### config.mk
export PLATFORM = sky130hd
export DESIGN_NAME = seq_run_detector
export DESIGN_NICKNAME = d
export VERILOG_FILES = /design/src/rtl/seq_run_detector.sv
export SDC_FILE = /design/constraint.sdc
export NUM_CORES = 1
export LEC_CHECK = 0
export CAP_MARGIN = 25
export CELL_PAD_IN_SITES_DETAIL_PLACEMENT = 0
export CELL_PAD_IN_SITES_GLOBAL_PLACEMENT = 1
export CORE_ASPECT_RATIO = 1.5
export CORE_MARGIN = 2
export CORE_UTILIZATION = 38
export DETAILED_ROUTE_END_ITERATION = 10
export GPL_TIMING_DRIVEN = 0
export PLACE_DENSITY = 0.91
export SLEW_MARGIN = 20
export SYNTH_ARGS = -nofsm -noshare
export SYNTH_HDL_FRONTEND = slang
export SYNTH_SLANG_ARGS = --single-unit
### constraint.sdc
create_clock -name clock -period 3.16 [get_ports clock]
set_input_delay 0.79 -clock clock [delete_from_list [all_inputs] [get_ports clock]]
set_output_delay 0.79 -clock clock [all_outputs]
set_load 0.005 [all_outputs]
### src/rtl/seq_run_detector.sv
// -----------------------------------------------------------------------------
// seq_run_detector
//
// Moore-style run recogniser for a qualified stream of WIDTH-bit symbols.
// It watches accepted samples (D_valid=1) and tracks how many consecutive
// equal symbols have been seen. When that length reaches RUN_LEN it reports a
// detection. Optionally only runs of one specific value (match_val) count.
//
// Parameters
//   WIDTH    symbol width in bits (>=1)
//   RUN_LEN  consecutive equal accepted samples forming a run (>=2)
//   OVERLAP  1: detection persists and re-fires while the run continues
//            0: run counter restarts at 1 on the sample after a detection
//   CNT_W    width of the saturating detection counter
//
// Ports
//   clock      rising-edge clock for all state
//   reset      synchronous active-high reset, priority over everything
//   D_in       sample symbol
//   D_valid    sample qualifier; D_in is only accepted when high
//   mode       0: run of any value, 1: run of match_val only
//   match_val  target symbol used when mode=1
//   D_out      high while run_cnt == RUN_LEN (state-decoded)
//   det_pulse  registered one-cycle pulse per detection event
//   run_cnt    current run length, saturating at RUN_LEN (0 = no history)
//   det_count  detection events since reset, saturating at all-ones
//
// Every output comes from a register or is decoded from registers only, so
// there is no combinational path from D_in/D_valid/mode to any output.
// -----------------------------------------------------------------------------
module seq_run_detector #(
    parameter int WIDTH   = 1,
    parameter int RUN_LEN = 4,
    parameter int OVERLAP = 1,
    parameter int CNT_W   = 16
) (
    input  logic                             clock,
    input  logic                             reset,
    input  logic [WIDTH-1:0]                 D_in,
    input  logic                             D_valid,
    input  logic                             mode,
    input  logic [WIDTH-1:0]                 match_val,
    output logic                             D_out,
    output logic                             det_pulse,
    output logic [$clog2(RUN_LEN+1)-1:0]     run_cnt,
    output logic [CNT_W-1:0]                 det_count
);

    localparam int RC_W = $clog2(RUN_LEN + 1);

    localparam logic [RC_W-1:0]  RUN_ZERO = '0;
    localparam logic [RC_W-1:0]  RUN_ONE  = RC_W'(1);
    localparam logic [RC_W-1:0]  RUN_FULL = RC_W'(RUN_LEN);
    localparam logic [CNT_W-1:0] CNT_ONE  = CNT_W'(1);
    localparam logic [CNT_W-1:0] CNT_MAX  = {CNT_W{1'b1}};

    // -------------------------------------------------------------------------
    // State registers and their next values
    // -------------------------------------------------------------------------
    logic [WIDTH-1:0] last_sym_reg;
    logic [WIDTH-1:0] last_sym_next;
    logic [RC_W-1:0]  run_cnt_reg;
    logic [RC_W-1:0]  run_cnt_next;
    logic             det_pulse_reg;
    logic             det_pulse_next;
    logic [CNT_W-1:0] det_count_reg;
    logic [CNT_W-1:0] det_count_next;

    // -------------------------------------------------------------------------
    // Per-bit symbol comparison against the previous accepted symbol and the
    // target value. A symbol is equal when no bit differs.
    // -------------------------------------------------------------------------
    logic [WIDTH-1:0] diff_last;
    logic [WIDTH-1:0] diff_match;
    logic             same_as_last;
    logic             is_target;

    generate
        for (genvar gi = 0; gi < WIDTH; gi++) begin : g_cmp
            assign diff_last[gi]  = D_in[gi] ^ last_sym_reg[gi];
            assign diff_match[gi] = D_in[gi] ^ match_val[gi];
        end
    endgenerate

    assign same_as_last = ~(|diff_last);
    assign is_target    = ~(|diff_match);

    // -------------------------------------------------------------------------
    // Next-state logic
    // -------------------------------------------------------------------------
    always_comb begin
        last_sym_next  = last_sym_reg;
        run_cnt_next   = run_cnt_reg;
        det_pulse_next = 1'b0;
        det_count_next = det_count_reg;

        if (D_valid) begin
            last_sym_next = D_in;

            // Rules are evaluated in priority order: a rejected symbol in
            // match mode wipes the history, a fresh or different symbol starts
            // a new run, a full run either stays full or restarts, otherwise
            // the run grows by one.
            if (mode && !is_target) begin
                run_cnt_next = RUN_ZERO;
            end else if ((run_cnt_reg == RUN_ZERO) || !same_as_last) begin
                run_cnt_next = RUN_ONE;
            end else if (run_cnt_reg == RUN_FULL) begin
                if (OVERLAP != 0) begin
                    run_cnt_next = RUN_FULL;
                end else begin
                    run_cnt_next = RUN_ONE;
                end
            end else begin
                run_cnt_next = run_cnt_reg + RUN_ONE;
            end

            // A detection event is any accepted sample that leaves the run
            // full; with overlap this includes every extra equal sample.
            if (run_cnt_next == RUN_FULL) begin
                det_pulse_next = 1'b1;
                if (det_count_reg != CNT_MAX) begin
                    det_count_next = det_count_reg + CNT_ONE;
                end
            end
        end
    end

    // -------------------------------------------------------------------------
    // State register; reset wins over a coincident valid sample.
    // -------------------------------------------------------------------------
    always_ff @(posedge clock) begin
        if (reset) begin
            last_sym_reg  <= '0;
            run_cnt_reg   <= RUN_ZERO;
            det_pulse_reg <= 1'b0;
            det_count_reg <= '0;
        end else begin
            last_sym_reg  <= last_sym_next;
            run_cnt_reg   <= run_cnt_next;
            det_pulse_reg <= det_pulse_next;
            det_count_reg <= det_count_next;
        end
    end

    // -------------------------------------------------------------------------
    // Outputs
    // -------------------------------------------------------------------------
    assign D_out     = (run_cnt_reg == RUN_FULL);
    assign det_pulse = det_pulse_reg;
    assign run_cnt   = run_cnt_reg;
    assign det_count = det_count_reg;

endmodule
Word level (Yosys, flattened, before mapping). Cells that the tools add are included.

Bits in registers: 21. Output and inout bits: 21. Word-level logic and storage cells: 22.

$add $sub $neg: 2. Eq/ne operators: 3. Mux-type cells: 5. Bitwise operators: 3. Reductions and logical operators: 5.

Operator list (count): $add A16 B1 Y16 const B (1); $ne A16 B16 Y1 const B (1); $mux W3 (4); $eq A3 B3 Y1 const B (2); $add A3 B1 Y3 const B (1); $logic_not A3 Y1 (1); $reduce_and A3 Y1 (1); $reduce_or A2 Y1 (1); $xor A1 B1 Y1 (2); $logic_and A1 B1 Y1 (1); $logic_or A1 B1 Y1 (1); $mux W1 (1); $not A1 Y1 (1).

Longest topological paths before layout.
Word-level depth: 7. Gate-level depth with buffers: 8. Depth with buffers taken out: 7.

Least setup slack after synthesis. OpenSTA, ideal clock, no wires.

Path kind: input-to-reg. Start: input D_valid. End: register det_count_reg[13] (netlist: det_count[13]). Library setup time: 0.071 ns. Arrival: 2.091 ns. Required time: 3.089 ns. Setup slack: 0.998 ns. Stages on the path: 6. Path buffers: 2. Cell sequence: clkbuf_1 and4b_1 nand3_2 buf_6 or4_1 a21oi_1.

Longest elaborated chain between the ends: 1.

RTL lines: start: declaration (line 40) `input logic D_valid,`; $reduce_and A3 Y1 (no source line); end signal: assignment (line 142) `det_count_reg <= det_count_next;`; end: declaration (line 66) `logic [CNT_W-1:0] det_count_reg;`.

Every way passes these cells. A chain may end at the register's enable or synchronous reset.

Worst setup path after layout.
Start: input D_in. End: register det_count_reg[14] (netlist: det_count[14]).

Longest elaborated chain between the ends: 7.

RTL lines: start: declaration (line 39) `input logic [WIDTH-1:0] D_in,`; $xor A1 B1 Y1 (line 80) `assign diff_last[gi] = D_in[gi] ^ last_sym_reg[gi];`; $logic_or A1 B1 Y1 (line 106) `end else if ((run_cnt_reg == RUN_ZERO) || !same_as_last) begin`; $mux W3 (line 106); $mux W3 * (line 104) `if (mode && !is_target) begin`; $mux W3 * (line 97) `if (D_valid) begin`; $eq A3 B3 Y1 * (line 120) `if (run_cnt_next == RUN_FULL) begin`; $reduce_and A3 Y1 (no source line) *.

Mark *: on every way between the ends. The rest lies on a longest branch, timed or not. The select of a mux whose other input is x is not followed.

==> impl_metrics.csv <==
group,metric,value,unit
placement,place.gp.congestion,0.785,
routing,via_count,1146,
clock_tree,cts-root-buf,"clkbuf_8",
sta,fin_worst_skew,3.48,ps
worst_hold_path,hp-class,"reg2reg",
sta,clock.fmax,0.395,GHz
synthesis,async_flop_share,0,
sta,setup_viol,0,
power_and_ir_drop,cellPowerDensity,316,nW/um^2
power_and_ir_drop,p_sw_frac,0.209,
critical_path,worstPathMaxFanout,10,
clock_tree,clock_path_buffers,2,
clock_tree,postCtsSetupBuffers,0,
clock_tree,ctsResizeCount,0,
grt,gr-total-overflow,0,
die,chipHeight,71.0,um
sta,max_slew_margin,0.690,
routing,drt-initial-drc-count,31,
job,maxCapViolCount,0,
grt,grt_usage,0.180,
sta,hold_viol,0,
clock_tree,cts-hold-fix-buffers,0,
die,coreArea,2880,um^2
die,die_x,48.7,um
synthesis,yosysTopAreaCell,"dfxtp_1",
final_layout,diodes,0,
synthesis,synth_xor_area_frac,0.0297,
placement,port-buffer-count,25,
routing,via_per_inst,5.62,
synthesis,yosysUniqueCellTypes,32,
clock_tree,cts_tree,"yes",
synthesis,yosys.area_share.simple,0.315,
synthesis,syn_nets,145,
synthesis,synth_cells,136,
sta,min_period,2530,ps
critical_path,path_class,"in2reg",
clock_tree,clock_latency,260,ps
critical_path,critPathMaxStageDelay,490,ps
die,start_util,0.395,
power_and_ir_drop,power.share.combinational,0.062,
power_and_ir_drop,power.switching,0.0980,mW
critical_path,r2r_cells,8,
synthesis,synth_top_area_share,0.369,
sta,fin_tns_setup,0,ps
critical_path,crit_chain,"clkdlybuf4s50_1 > xnor2_2 > and4b_1 > nand3_2 > clkbuf_1 > o31a_1 > a211oi_1",
critical_path,crit_slowest_cell,"clkdlybuf4s50_1",
final_layout,fin_nets,175,
synthesis,synth_area,1140,um^2
clock_tree,clk_pin_slew_worst_paths,70,ps
power_and_ir_drop,p_leak,0.476,nW
grt,antenna_found_initial,0,
routing,drc_errors,0,
final_layout,largest_register_ffs,16,
placement,dp_hpwl,2.18,mm
synthesis,synth-main-ff-cell,"dfxtp_1",
critical_path,critical_path_required,3330,ps
grt,grt_max_degree,12,
critical_path,worstPathArrival,2700,ps
die,dieArea,3460,um^2
die,io_pins,27,
final_layout,instances_no_fill,204,
critical_path,end_kind,"register",
grt,grt_pass1_wl,4.92,mm
synthesis,yosysSeqAreaShare,0.369,
power_and_ir_drop,ir_worst_vdd,0.205,mV
synthesis,yosysWarnings,0,
power_and_ir_drop,power_frac_seq,0.573,
clock_tree,cts.sinks,21,
final_layout,area_delta_synth_final,30.2,%
worst_hold_path,hold_path_depth,2,
synthesis,synth_common_cells,"dfxtp_1, a21oi_1, nand4_1",
routing,wl_per_cell,13.9,um
critical_path,cp-start-kind,"primary input",
synthesis,synth_top_family_by_area,"simple AND/OR/NAND/NOR gates",
worst_hold_path,hp-start,"det_count[15]",
sta,grt_setup_unrepaired,"false",
critical_path,timing.rr.end,"det_count[14]",
die,rows,24,
routing,drt.antenna.violating_nets,0,
power_and_ir_drop,p_int,0.370,mW
synthesis,synth_fa_ha_area_frac,0.0330,
synthesis,synth.avg_cell_area,8.37,um^2
worst_hold_path,holdPathEnd,"det_count[15]",
power_and_ir_drop,power,0.468,mW
routing,wirelength,2.84,mm
synthesis,synth_edf_count,0,
synthesis,synth-seq-cells,21,
placement,dp.cells,200,
critical_path,rrSetupSlack,950,ps
final_layout,drive_gt1_frac,0.0424,
power_and_ir_drop,pwr-share-clk,0.365,
sta,slew_violations,0,
sta,fin_crit_sh,0.802,
clock_tree,cts_htree_levels,1,
sta,tightest_slew,465,ps
routing,first_pass_iters,5,
synthesis,muxShareOfSynthArea,0.0363,
clock_tree,cts_made_buffers,3,
synthesis,yosysMostFrequentCell,"dfxtp_1",
grt,grt_pass1_vias,1115,
outcome,status,"finished, final reports clean",
critical_path,rr_startpoint,"run_cnt[0]",
synthesis,synth.area.top_cells,"dfxtp_1, a21oi_1, nand4_1, or3_1, o21ai_0",
synthesis,synth_compound_area_frac,0.167,
==> power groups by stage <==
stage | Sequential, mW | Combinational, mW | Clock, mW
final | 0.268 | 0.0288 | 0.171
after global routing | 0.269 | 0.0314 | 0.188
after CTS | 0.268 | 0.0291 | 0.177
after detailed placement | 0.275 | 0.0290 | 0
after global placement | 0.274 | 0.0281 | 0
after floorplan | 0.274 | 0.0165 | 0
==> kinds of logic (layout without fill, tap and decap cells) <==
family          after synthesis  in the layout
fa+ha+maj                     3              3
compound gates               33             33
simple gates                 59             59
xor+xnor                      3              3
flops                        21             21
buf+inv                      13             42
mux                           4              4
==> area by class of cell <==
cell class | count | area [um^2]
Fill cell | 296 | 1400
Multi-Input combinational cell | 102 | 662
Sequential cell | 21 | 420
Timing Repair Buffer | 25 | 250
Tap cell | 39 | 48.8
Clock buffer | 4 | 45.0
Buffer | 9 | 41.3
Inverter | 4 | 15.0
==> worst max-delay path: cells and delay by family <==
kind	cells	cell delay (ps)
xor gates and xnor gates	1	240
buffers and inverters	2	750
AOI/OAI and AO/OA	2	550
and+or+nand+nor	2	370
==> placed cells by master (no fill, tap or decap), types with 2 or more instances in the layout <==
master and count:
clkdlybuf4s50_1 25, dfxtp_1 21, a21oi_1 16, nand4_1 11, clkbuf_1 9, or3_1 9
o21ai_0 8, nor2_1 6, nand2_1 5, nand2b_1 5, nand3_1 5, o31ai_1 5
or4_1 5, inv_1 4, and3_1 4, mux2i_1 3, ha_1 3, clkbuf_8 3
and2_1 2, and4_1 2
==> layer usage <==
metal  vias up  global-route usage  part of all wire
li1        569                   -                 -
met3         8              0.0211             0.035
met4         0              0.0857             0.027
met2        37               0.341              0.54
met1       532               0.194              0.40
met5         -                   0                 0
==> stage by stage <==
step | hold WS (ps) | util | area (um^2) | worst slack [ps]
finish | 513 | 0.514 | 1480 | 625
detailed placement | 503 | 0.499 | 1440 | 368
global route | 553 | 0.514 | 1480 | 503
CTS | 520 | 0.514 | 1480 | 613
global placement | 494 | 0.499 | 1440 | 388
floorplan | 489 | - | 1140 | 998
==> worst max path at each step <==
stage,cells after the start,end,slack (ps),from
6_report,7,det_count[14],630,D_in
5_1_grt,7,det_count[14],500,D_in
4_1_cts,7,det_count[14],610,D_in
3_5_place_dp,7,det_count[15],370,D_in
3_3_place_gp,7,det_count[14],390,D_in
2_1_floorplan,6,det_count[13],1000,D_valid
Power figures use the tool's default switching activity.
